### src/rtl/timer_responder.sv
// 16-bit timer/compare responder on the CPU IO bus: prescaled counter, compare match
// and overflow flags, a level interrupt, and an atomic LO/HI counter read via a shadow byte.
module timer_responder #(
    parameter logic [15:0] BASE_ADDR = 16'h1000
) (
    input  logic        clk,
    input  logic        reset,
    input  logic [15:0] dMemIOAddress,
    input  logic [7:0]  dMemIOIn,
    input  logic        dMemIOWriteEn,
    input  logic        dMemIOReadEn,
    output logic [7:0]  dMemIOOut,
    output logic        interrupt,
    input  logic        interrupt_clr
);

    localparam logic [2:0] OFF_CTRL   = 3'd0;
    localparam logic [2:0] OFF_CMP_LO = 3'd1;
    localparam logic [2:0] OFF_CMP_HI = 3'd2;
    localparam logic [2:0] OFF_CNT_LO = 3'd3;
    localparam logic [2:0] OFF_CNT_HI = 3'd4;
    localparam logic [2:0] OFF_STATUS = 3'd5;

    logic [6:0]  ctrl_q,   ctrl_d;
    logic [15:0] cmp_q,    cmp_d;
    logic [15:0] cnt_q,    cnt_d;
    logic [7:0]  shadow_q, shadow_d;
    logic [7:0]  pcnt_q,   pcnt_d;
    logic [7:0]  rdata_q,  rdata_d;
    logic        match_q,  match_d;
    logic        ovf_q,    ovf_d;
    logic        irq_q,    irq_d;

    logic        sel;
    logic [2:0]  off;
    logic        wr_sel;
    logic        rd_sel;
    logic [5:0]  wr_hit;
    logic        en;
    logic        autoreload;
    logic        irqen;
    logic [2:0]  ps;
    logic [7:0]  pcnt_limit;
    logic        tick;
    logic [15:0] cnt_ticked;
    logic        match_set;
    logic        ovf_set;
    logic        match_clr;
    logic        ovf_clr;

    assign sel    = (dMemIOAddress[15:3] == BASE_ADDR[15:3]);
    assign off    = dMemIOAddress[2:0];
    assign wr_sel = dMemIOWriteEn && sel;
    assign rd_sel = dMemIOReadEn && sel;

    for (genvar gi = 0; gi < 6; gi++) begin : g_wr_hit
        assign wr_hit[gi] = wr_sel && (off == 3'(gi));
    end

    assign en         = ctrl_q[0];
    assign autoreload = ctrl_q[1];
    assign irqen      = ctrl_q[2];
    assign ps         = ctrl_q[6:4];

    // Prescaler period is 2^PS cycles; PS=0 ticks every enabled cycle.
    assign pcnt_limit = (8'd1 << ps) - 8'd1;
    assign tick       = en && (pcnt_q == pcnt_limit);

    always_comb begin
        pcnt_d = pcnt_q;
        if (wr_hit[OFF_CTRL] || !en) begin
            pcnt_d = 8'd0;
        end else if (tick) begin
            pcnt_d = 8'd0;
        end else begin
            pcnt_d = pcnt_q + 8'd1;
        end
    end

    // Compare takes priority over the wrap, so CMP=FFFF without autoreload never flags OVF.
    always_comb begin
        cnt_ticked = cnt_q;
        match_set  = 1'b0;
        ovf_set    = 1'b0;
        if (tick) begin
            if (cnt_q == cmp_q) begin
                match_set  = 1'b1;
                cnt_ticked = autoreload ? 16'h0000 : cnt_q + 16'd1;
            end else if (cnt_q == 16'hFFFF) begin
                ovf_set    = 1'b1;
                cnt_ticked = 16'h0000;
            end else begin
                cnt_ticked = cnt_q + 16'd1;
            end
        end
    end

    always_comb begin
        ctrl_d = ctrl_q;
        cmp_d  = cmp_q;
        cnt_d  = cnt_ticked;
        if (wr_hit[OFF_CTRL])   ctrl_d       = dMemIOIn[6:0];
        if (wr_hit[OFF_CMP_LO]) cmp_d[7:0]   = dMemIOIn;
        if (wr_hit[OFF_CMP_HI]) cmp_d[15:8]  = dMemIOIn;
        // A CPU byte write beats the tick; the untouched byte keeps its pre-tick value.
        if (wr_hit[OFF_CNT_LO]) cnt_d        = {cnt_q[15:8], dMemIOIn};
        if (wr_hit[OFF_CNT_HI]) cnt_d        = {dMemIOIn, cnt_q[7:0]};
    end

    assign match_clr = interrupt_clr || (wr_hit[OFF_STATUS] && dMemIOIn[0]);
    assign ovf_clr   = wr_hit[OFF_STATUS] && dMemIOIn[1];

    always_comb begin
        match_d = match_set || (match_q && !match_clr);
        ovf_d   = ovf_set   || (ovf_q   && !ovf_clr);
        irq_d   = match_q && irqen;
    end

    always_comb begin
        rdata_d  = 8'h00;
        shadow_d = shadow_q;
        if (rd_sel) begin
            case (off)
                OFF_CTRL:   rdata_d = {1'b0, ctrl_q};
                OFF_CMP_LO: rdata_d = cmp_q[7:0];
                OFF_CMP_HI: rdata_d = cmp_q[15:8];
                OFF_CNT_LO: rdata_d = cnt_q[7:0];
                OFF_CNT_HI: rdata_d = shadow_q;
                OFF_STATUS: rdata_d = {6'b0, ovf_q, match_q};
                default:    rdata_d = 8'h00;
            endcase
            if (off == OFF_CNT_LO) shadow_d = cnt_q[15:8];
        end
    end

    always_ff @(posedge clk or posedge reset) begin
        if (reset) begin
            ctrl_q   <= '0;
            cmp_q    <= '0;
            cnt_q    <= '0;
            shadow_q <= '0;
            pcnt_q   <= '0;
            rdata_q  <= '0;
            match_q  <= 1'b0;
            ovf_q    <= 1'b0;
            irq_q    <= 1'b0;
        end else begin
            ctrl_q   <= ctrl_d;
            cmp_q    <= cmp_d;
            cnt_q    <= cnt_d;
            shadow_q <= shadow_d;
            pcnt_q   <= pcnt_d;
            rdata_q  <= rdata_d;
            match_q  <= match_d;
            ovf_q    <= ovf_d;
            irq_q    <= irq_d;
        end
    end

    assign dMemIOOut = rdata_q;
    assign interrupt = irq_q;

endmodule
### config.mk
export PLATFORM = sky130hd
export DESIGN_NAME = timer_responder
export DESIGN_NICKNAME = d
export VERILOG_FILES = /design/src/rtl/timer_responder.sv
export SDC_FILE = /design/constraint.sdc
export NUM_CORES = 1
export LEC_CHECK = 0
export BUFFER_PORTS_ARGS = -buffer_cell sky130_fd_sc_hd__buf_4
export CORE_MARGIN = 2
export CORE_UTILIZATION = 45
export DETAILED_ROUTE_END_ITERATION = 7
export GPL_TIMING_DRIVEN = 0
export PLACE_DENSITY_LB_ADDON = 0.12
export REMOVE_ABC_BUFFERS = 1
export SYNTH_ARGS = -nofsm -noshare
export SYNTH_HDL_FRONTEND = slang
export SYNTH_SLANG_ARGS = --single-unit
### constraint.sdc
create_clock -name clk -period 5 [get_ports clk]
set_input_delay 1 -clock clk [delete_from_list [all_inputs] [get_ports clk]]
set_output_delay 1 -clock clk [all_outputs]
set_load 0.02 [all_outputs]
==> out/results.txt, run 1 <==
Pleak - 1.95 nW
Clock sink count - 66
Starting Density - 0.463
Worst-margin pin slew - 1.26 ns
Layout cells sized above 1 - 0.277
First-pass GRT wire length - 16,900 microns
DR pass1 iterations - 5
Filler Cell Count - 793
Largest stage delay, worst path - 1.10 ns
Area contributors post-synth - dfrtp_1, mux2_2, xnor2_1
Peak Freq - 0.314 GHz
Vias per cell - 5.86
Syn Inst Count - 390
Via count - 3,146
RSZ-0062 raised after global routing - false
Hold Crit Class - reg -> reg
Post-synth top area share - 0.409
Number of global-route vias before repair - 3,087
Routed WL - 10,400 microns
Worst setup margin - 1.81 ns
Commonest cells after routing, fill and taps aside - dfrtp_1, nor2_1, buf_4
Post-cts gate resize count - 0
Io pins - 38
Synthesis-to-finish area growth - 14.2%
Gr ovfl total - 0
Hold buffer count at cts - 0
Placed instance count - 521
Fin. Hold Viols - 0
CTS tree - yes
Crit path time final - 3.19 ns
Worst IR Drop VDD - 105 uV
Clk buf depth - 2
DRC Markers - 0
Max Fanout on Critical Path - 17
WP data arrival - 3.45 ns
CP cell instances - xnor2_4, nand4_2, nor4_4, mux2i_2, nand3_1, o21ai_1
Final period util - 0.637
Non-Filler Instances - 537
Number of I/O port buffers - 37
Clk root buf - clkbuf_8
H-tree depth - 3
Chip Width - 98.7 microns
Number of synthesized flops with an enable pin - 0
Ys async rst share - 1.00
Max-slew headroom - 0.141
Mapped Area - 4030 sq um
Crit start category - register
CP top delay family - multiplexers
Inserted Clock Buffers - 9
Core footprint - 8720 sq um
Register area - 1650 sq um
Synth Flop Type - dfrtp_1
YS warnings - 0
Syn Area/Cell - 10.3 sq um
FF+latch count, synth - 66
Antenna violations before repair - 0
Finish-stage setup viols - 0
Routability cong. - 0.807
Post-DRT Antenna Nets - 0
Worst hold slack - 0.487 ns
Largest net degree at the start of global routing - 67
Post-detail-place hpwl - 7500 microns
Critical Path RT - 5.27 ns
Fin nets - 456
Die Y - 98.7 microns
CTS clk-pin slew, worst paths - 0.08 ns
DR iter-0 viols - 159
Slowest CP cell - mux2i_2
Outcome - finished clean
Postcts setup bufs - 0
Commonest non-fill, non-tap cell in the layout - dfrtp_1
Kind of critical path - reg -> reg
Post-synth top area cell - dfrtp_1
Footprint of the multi-input gates - 2230 sq um
Ant diodes - 0
Die ar. - 9740 sq um
Post-synthesis sequential area ratio - 0.409
Crit path buf inv count - 0
Critical Path End Type - register
Max-slew violation count - 0
Final TNS setup - 0 ns
Worst skew pair latency - 0.35 ns
Row count - 34
GRT Total Usage - 0.225
Max Cap Viol - 0
WL/cell - 19.3 microns
Layout Skew - 0.0117 ns
Pre-CTS WS - 1.62 ns
Pwr dens - 240 nW/um^2
Synth cell types - 61
==> cells in the mapped netlist, drive strengths merged, types with 2 or more instances <==
cell type	instances
inv	14
xnor2	22
a22oi	13
nor3	7
a211oi	8
o22ai	5
buf	15
nand3	20
nand3b	3
o21ai	15
xor2	9
mux2	36
nor3b	3
o31ai	2
nand2	17
o211ai	2
or3	2
a222oi	3
mux2i	9
nand2b	2
nor2b	6
nor4bb	2
a21o	2
nand4	12
nor2	38
and3	4
and2	12
o22a	3
a31oi	9
a21oi	6
ha	3
nor4	5
dfrtp	66
o21bai	2
nand4bb	2
==> layer usage <==
metal  global-route usage  up-vias  wire (microns)
met5                    0        -               0
met4                0.110        0             354
met3               0.0440       22             627
met2                0.335      107            4730
met1                0.316     1515            4640
li1                     -     1502               -
==> final cells by class <==
type	instances	area share
clock buffer	10	0.0299
sequential	66	0.358
clock inverter	6	0.0195
inverter	15	0.0128
timing repair buffer	39	0.0652
multi-input combinational	293	0.485
tap	108	0.0293
==> per-stage QoR <==
| step | power [W] | area, sq um | util |
|---|---|---|---|
| global placement | 0.000605 | 4340 | 0.498 |
| CTS | 0.00112 | 4610 | 0.528 |
| finish | 0.00111 | 4610 | 0.528 |
| detailed placement | 0.000606 | 4380 | 0.502 |
| floorplan | 0.000567 | 3930 | - |
| global route | 0.00115 | 4610 | 0.528 |
==> worst min-delay path: stages (launching register included) <==
cell	delay, ns
dfrtp_1	0.34
nand2_1	0.06
o31ai_1	0.05
==> flip-flops by register name, indices dropped and copies added (netlist names) <==
name and flops:
ovf_q 1, interrupt 1, cmp_q 16, shadow_q 8
pcnt_q 8, match_q 1, cnt_q 16, ctrl_q 7
dMemIOOut 8
==> power breakdown <==
part	internal (W)	switching (W)	leakage, nW
clock network	0.000295	0.000217	0.112
registers	0.000534	0.000000392	0.886
logic	0.0000233	0.0000380	0.956
==> worst paths after layout <==
path	from	to	slack [ns]	cells past startpoint
min	ovf_q	ovf_q	0.49	2
max	cnt_q[8]	cnt_q[13]	1.81	6
min in group asynchronous	reset	cnt_q[12]	0.83	2
min reg2reg	ovf_q	ovf_q	0.49	2
max reg2reg	cnt_q[8]	cnt_q[13]	1.81	6
max in group asynchronous	reset	match_q	3.62	2
==> cell families (layout without fill, tap and decap cells) <==
logic type,after synthesis,count (layout),synth area share
multiplexers,46,46,0.129
AND/OR/NAND/NOR,138,138,0.191
adder cells (fa/ha/maj),3,3,0.00931
buffers and inverters,31,70,0.0394
flip-flops,66,66,0.409
AO/OA/AOI/OAI,75,75,0.144
XOR/XNOR,31,31,0.0775
Note: power is estimated with default switching activity, not from simulation.
==> inputs of run 2 (changes only) <==
--- a/config.mk
+++ b/config.mk
@@ -5,6 +5,7 @@
 export SDC_FILE = /design/constraint.sdc
 export NUM_CORES = 1
 export LEC_CHECK = 0
+export ABC_AREA = 1
 export BUFFER_PORTS_ARGS = -buffer_cell sky130_fd_sc_hd__buf_4
 export CORE_MARGIN = 2
 export CORE_UTILIZATION = 45
==> constraint.sdc (replaced) <==
create_clock -name clk -period 2.7 [get_ports clk]
set_input_delay 0.54 -clock clk [delete_from_list [all_inputs] [get_ports clk]]
set_output_delay 0.54 -clock clk [all_outputs]
set_load 0.02 [all_outputs]
==> run 2 against run 1 <==
Via count increased by 31%. Sequential share of layout area decreased by 2.7 points. Synthesized cell count is 62% higher. Setup slack lost 1.5 ns. Utilization fell by 1.2 points. Critical path depth up 9. Sequential power up 85%. Clock power rose by 70%. Sequential cell count is the same. Clock skew up 0.0015 ns. First-iteration DRC count rose by 77%. Non-clock buffer count fell by 2. Largest cell class unchanged. Highest routed layer unchanged.
==> out/results.txt, run 2 <==
Outcome - finished clean
WP data arrival - 2.64 ns (-0.81 ns)
Post-synth top area cell - dfrtp_1
Syn Inst Count - 633 (+62%)
Non-Filler Instances - 806 (+50%)
Inserted Clock Buffers - 9 (unchanged)
Hold buffer count at cts - 0 (unchanged)
Vias per cell - 5.12 (-13%)
Post-DRT Antenna Nets - 0 (unchanged)
Die Y - 103 microns (+4.5%)
Antenna violations before repair - 0 (unchanged)
Worst skew pair latency - 0.35 ns (about the same)
Hold Crit Class - in -> async
First-pass GRT wire length - 19,100 microns (+13%)
Clk buf depth - 2 (unchanged)
FF+latch count, synth - 66 (unchanged)
Core footprint - 9640 sq um (+11%)
Die ar. - 10,600 sq um (+9.1%)
Finish-stage setup viols - 0 (unchanged)
H-tree depth - 3 (unchanged)
Postcts setup bufs - 0 (unchanged)
CTS clk-pin slew, worst paths - 0.09 ns (about the same)
Crit start category - register
Crit path time final - 2.40 ns (-0.782 ns)
Ant diodes - 0 (unchanged)
Fin nets - 700 (+54%)
Worst hold slack - 0.337 ns (-0.150 ns)
Worst-margin pin slew - 0.840 ns (-0.424 ns)
P_int - 0.00146 W (+71%)
Logic pwr share - 0.056 (about the same)
DR iter-0 viols - 281 (+77%)
Row count - 36 (+5.9%)
Area contributors post-synth - dfrtp_1, nand2_1, nor2_1
YS warnings - 0 (unchanged)
Clk root buf - clkbuf_8
Gr ovfl total - 0 (unchanged)
Top post-synthesis cells by count - nand2_1, nor2_1, inv_1
Post-cts gate resize count - 0 (unchanged)
Critical Path RT - 2.93 ns (-2.34 ns)
WL/cell - 15.0 microns (-22%)
Max-slew violation count - 0 (unchanged)
Starting Density - 0.458 (-0.00422)
Placed instance count - 790 (+52%)
Max Cap Viol - 0 (unchanged)
Max Fanout on Critical Path - 9 (-8)
Max-slew headroom - 0.440 (+0.299)
Routed WL - 12,100 microns (+17%)
NetSw - 0.000510 W (+99%)
Synth Flop Type - dfrtp_1
Most numerous cell in the Yosys netlist - nand2_1
Layout cells sized above 1 - 0.168 (-0.109)
RSZ-0062 raised after global routing - false
Worst IR Drop VDD - 245 uV (+130%)
Post-detail-place hpwl - 9260 microns (+24%)
Synth cell types - 41 (-33%)
Syn Area/Cell - 6.98 sq um (-33%)
Critical Path End Type - register
Post-synthesis sequential area ratio - 0.374 (-0.0356)
Io pins - 38 (unchanged)
Ys async rst share - 1.00 (unchanged)
Clock power frac - 0.442 (-0.021)
Number of I/O port buffers - 37 (unchanged)
Number of synthesized flops with an enable pin - 0 (unchanged)
Kind of critical path - reg -> reg
Via count - 4,129 (+31%)
Pwr dens - 396 nW/um^2 (+65%)
Post-synth top area share - 0.374 (-0.0356)
Fin. Hold Viols - 0 (unchanged)
Commonest cells after routing, fill and taps aside - nand2_1, nor2_1, inv_1
Layout Skew - 0.0132 ns (+0.00151 ns)
Largest net degree at the start of global routing - 67 (unchanged)
DRC Markers - 0 (unchanged)
Biggest regs - cmp_q: 16 flops, cnt_q: 16 flops
Switching part of the total power - 0.259 (+0.0278)
Mapped Area - 4420 sq um (+9.5%)
Filler Cell Count - 1,013 (+28%)
Routability cong. - 0.874 (+8.2%)
Pleak - 2.41 nW (+23%)
Commonest non-fill, non-tap cell in the layout - nand2_1
CTS tree - yes
GRT Total Usage - 0.238 (+0.0131)
Reg power frac - 0.502 (+0.020)
Final period util - 0.890 (+0.253)
Number of global-route vias before repair - 3,780 (+22%)
Peak Freq - 0.416 GHz (+33%)
DR pass1 iterations - 5 (unchanged)
Clock sink count - 66 (unchanged)
Chip Width - 103 microns (+4.5%)
Synthesis-to-finish area growth - 12.7%
run 2: metrics by stage:
step	area [sq um]	total power [W]	setup WS [ns]	setup TNS, ns	util
final	4980	0.00197	0.297	0	0.516
after global routing	4980	0.00204	0.0291	0	0.516
after CTS	4980	0.00198	0.289	0	0.516
after detailed placement	4780	0.00112	0.320	0	0.496
after global placement	4780	0.00112	-0.397	-25.88	0.495
after floorplan	4330	0.00106	0.505	0	-
run 2: cells by family after synthesis:
kind of cell,after synthesis,synth area share
simple gates,378,0.402
buf+inv,105,0.0983
flops,66,0.374
compound gates,65,0.0852
xor+xnor,16,0.0317
fa+ha+maj,3,0.00850
run 2: power by group through the flow:
stage | Combinational, W | Clock (W) | Sequential (W)
6_report | 0.000110 | 0.000870 | 0.000989
5_1_grt | 0.000123 | 0.000929 | 0.000989
4_1_cts | 0.000111 | 0.000882 | 0.000989
3_5_place_dp | 0.000111 | 0 | 0.00101
3_3_place_gp | 0.000110 | 0 | 0.00101
2_1_floorplan | 0.0000468 | 0 | 0.00101
run 2: area by class of cell:
type,instances,area (sq um),share of cell area
clock buffer,9,124,0.0249
clock inverter,7,75.1,0.0151
inverter,92,350,0.0704
multi-input combinational,462,2330,0.469
sequential,66,1650,0.332
tap,133,166,0.0334
timing repair buffer,37,278,0.0558
run 2: critical path: stages (launching register included):
cell     delay [ns]
dfrtp_1        0.53
nor2_4         0.20
nand2_2        0.07
ha_1           0.26
inv_1          0.10
nand2_1        0.07
nand2_1        0.07
nand2_1        0.05
nand2_1        0.08
nand2_2        0.09
nor2_8         0.15
nand3_4        0.15
a21oi_4        0.29
inv_2          0.07
nand2_1        0.06
nand2_1        0.06
run 2: final timing paths:
path,startpoint,end,slack [ns],depth (start not counted)
worst max-delay path,ctrl_q[5],cnt_q[7],0.30,15
worst min-delay path,reset,pcnt_q[2],0.34,2
min in group clk,dMemIOIn[4],cnt_q[12],0.45,3
worst max register to register,ctrl_q[5],cnt_q[7],0.30,15
worst min register to register,match_q,interrupt,0.50,2
max in group asynchronous,reset,shadow_q[3],1.79,2
run 2: routing by layer:
metal,GRT usage,part of all wire,up-vias
met2,0.364,0.44,140
met1,0.343,0.48,1903
met3,0.0359,0.063,20
met5,0,0,-
met4,0.0870,0.025,0
li1,-,-,2066
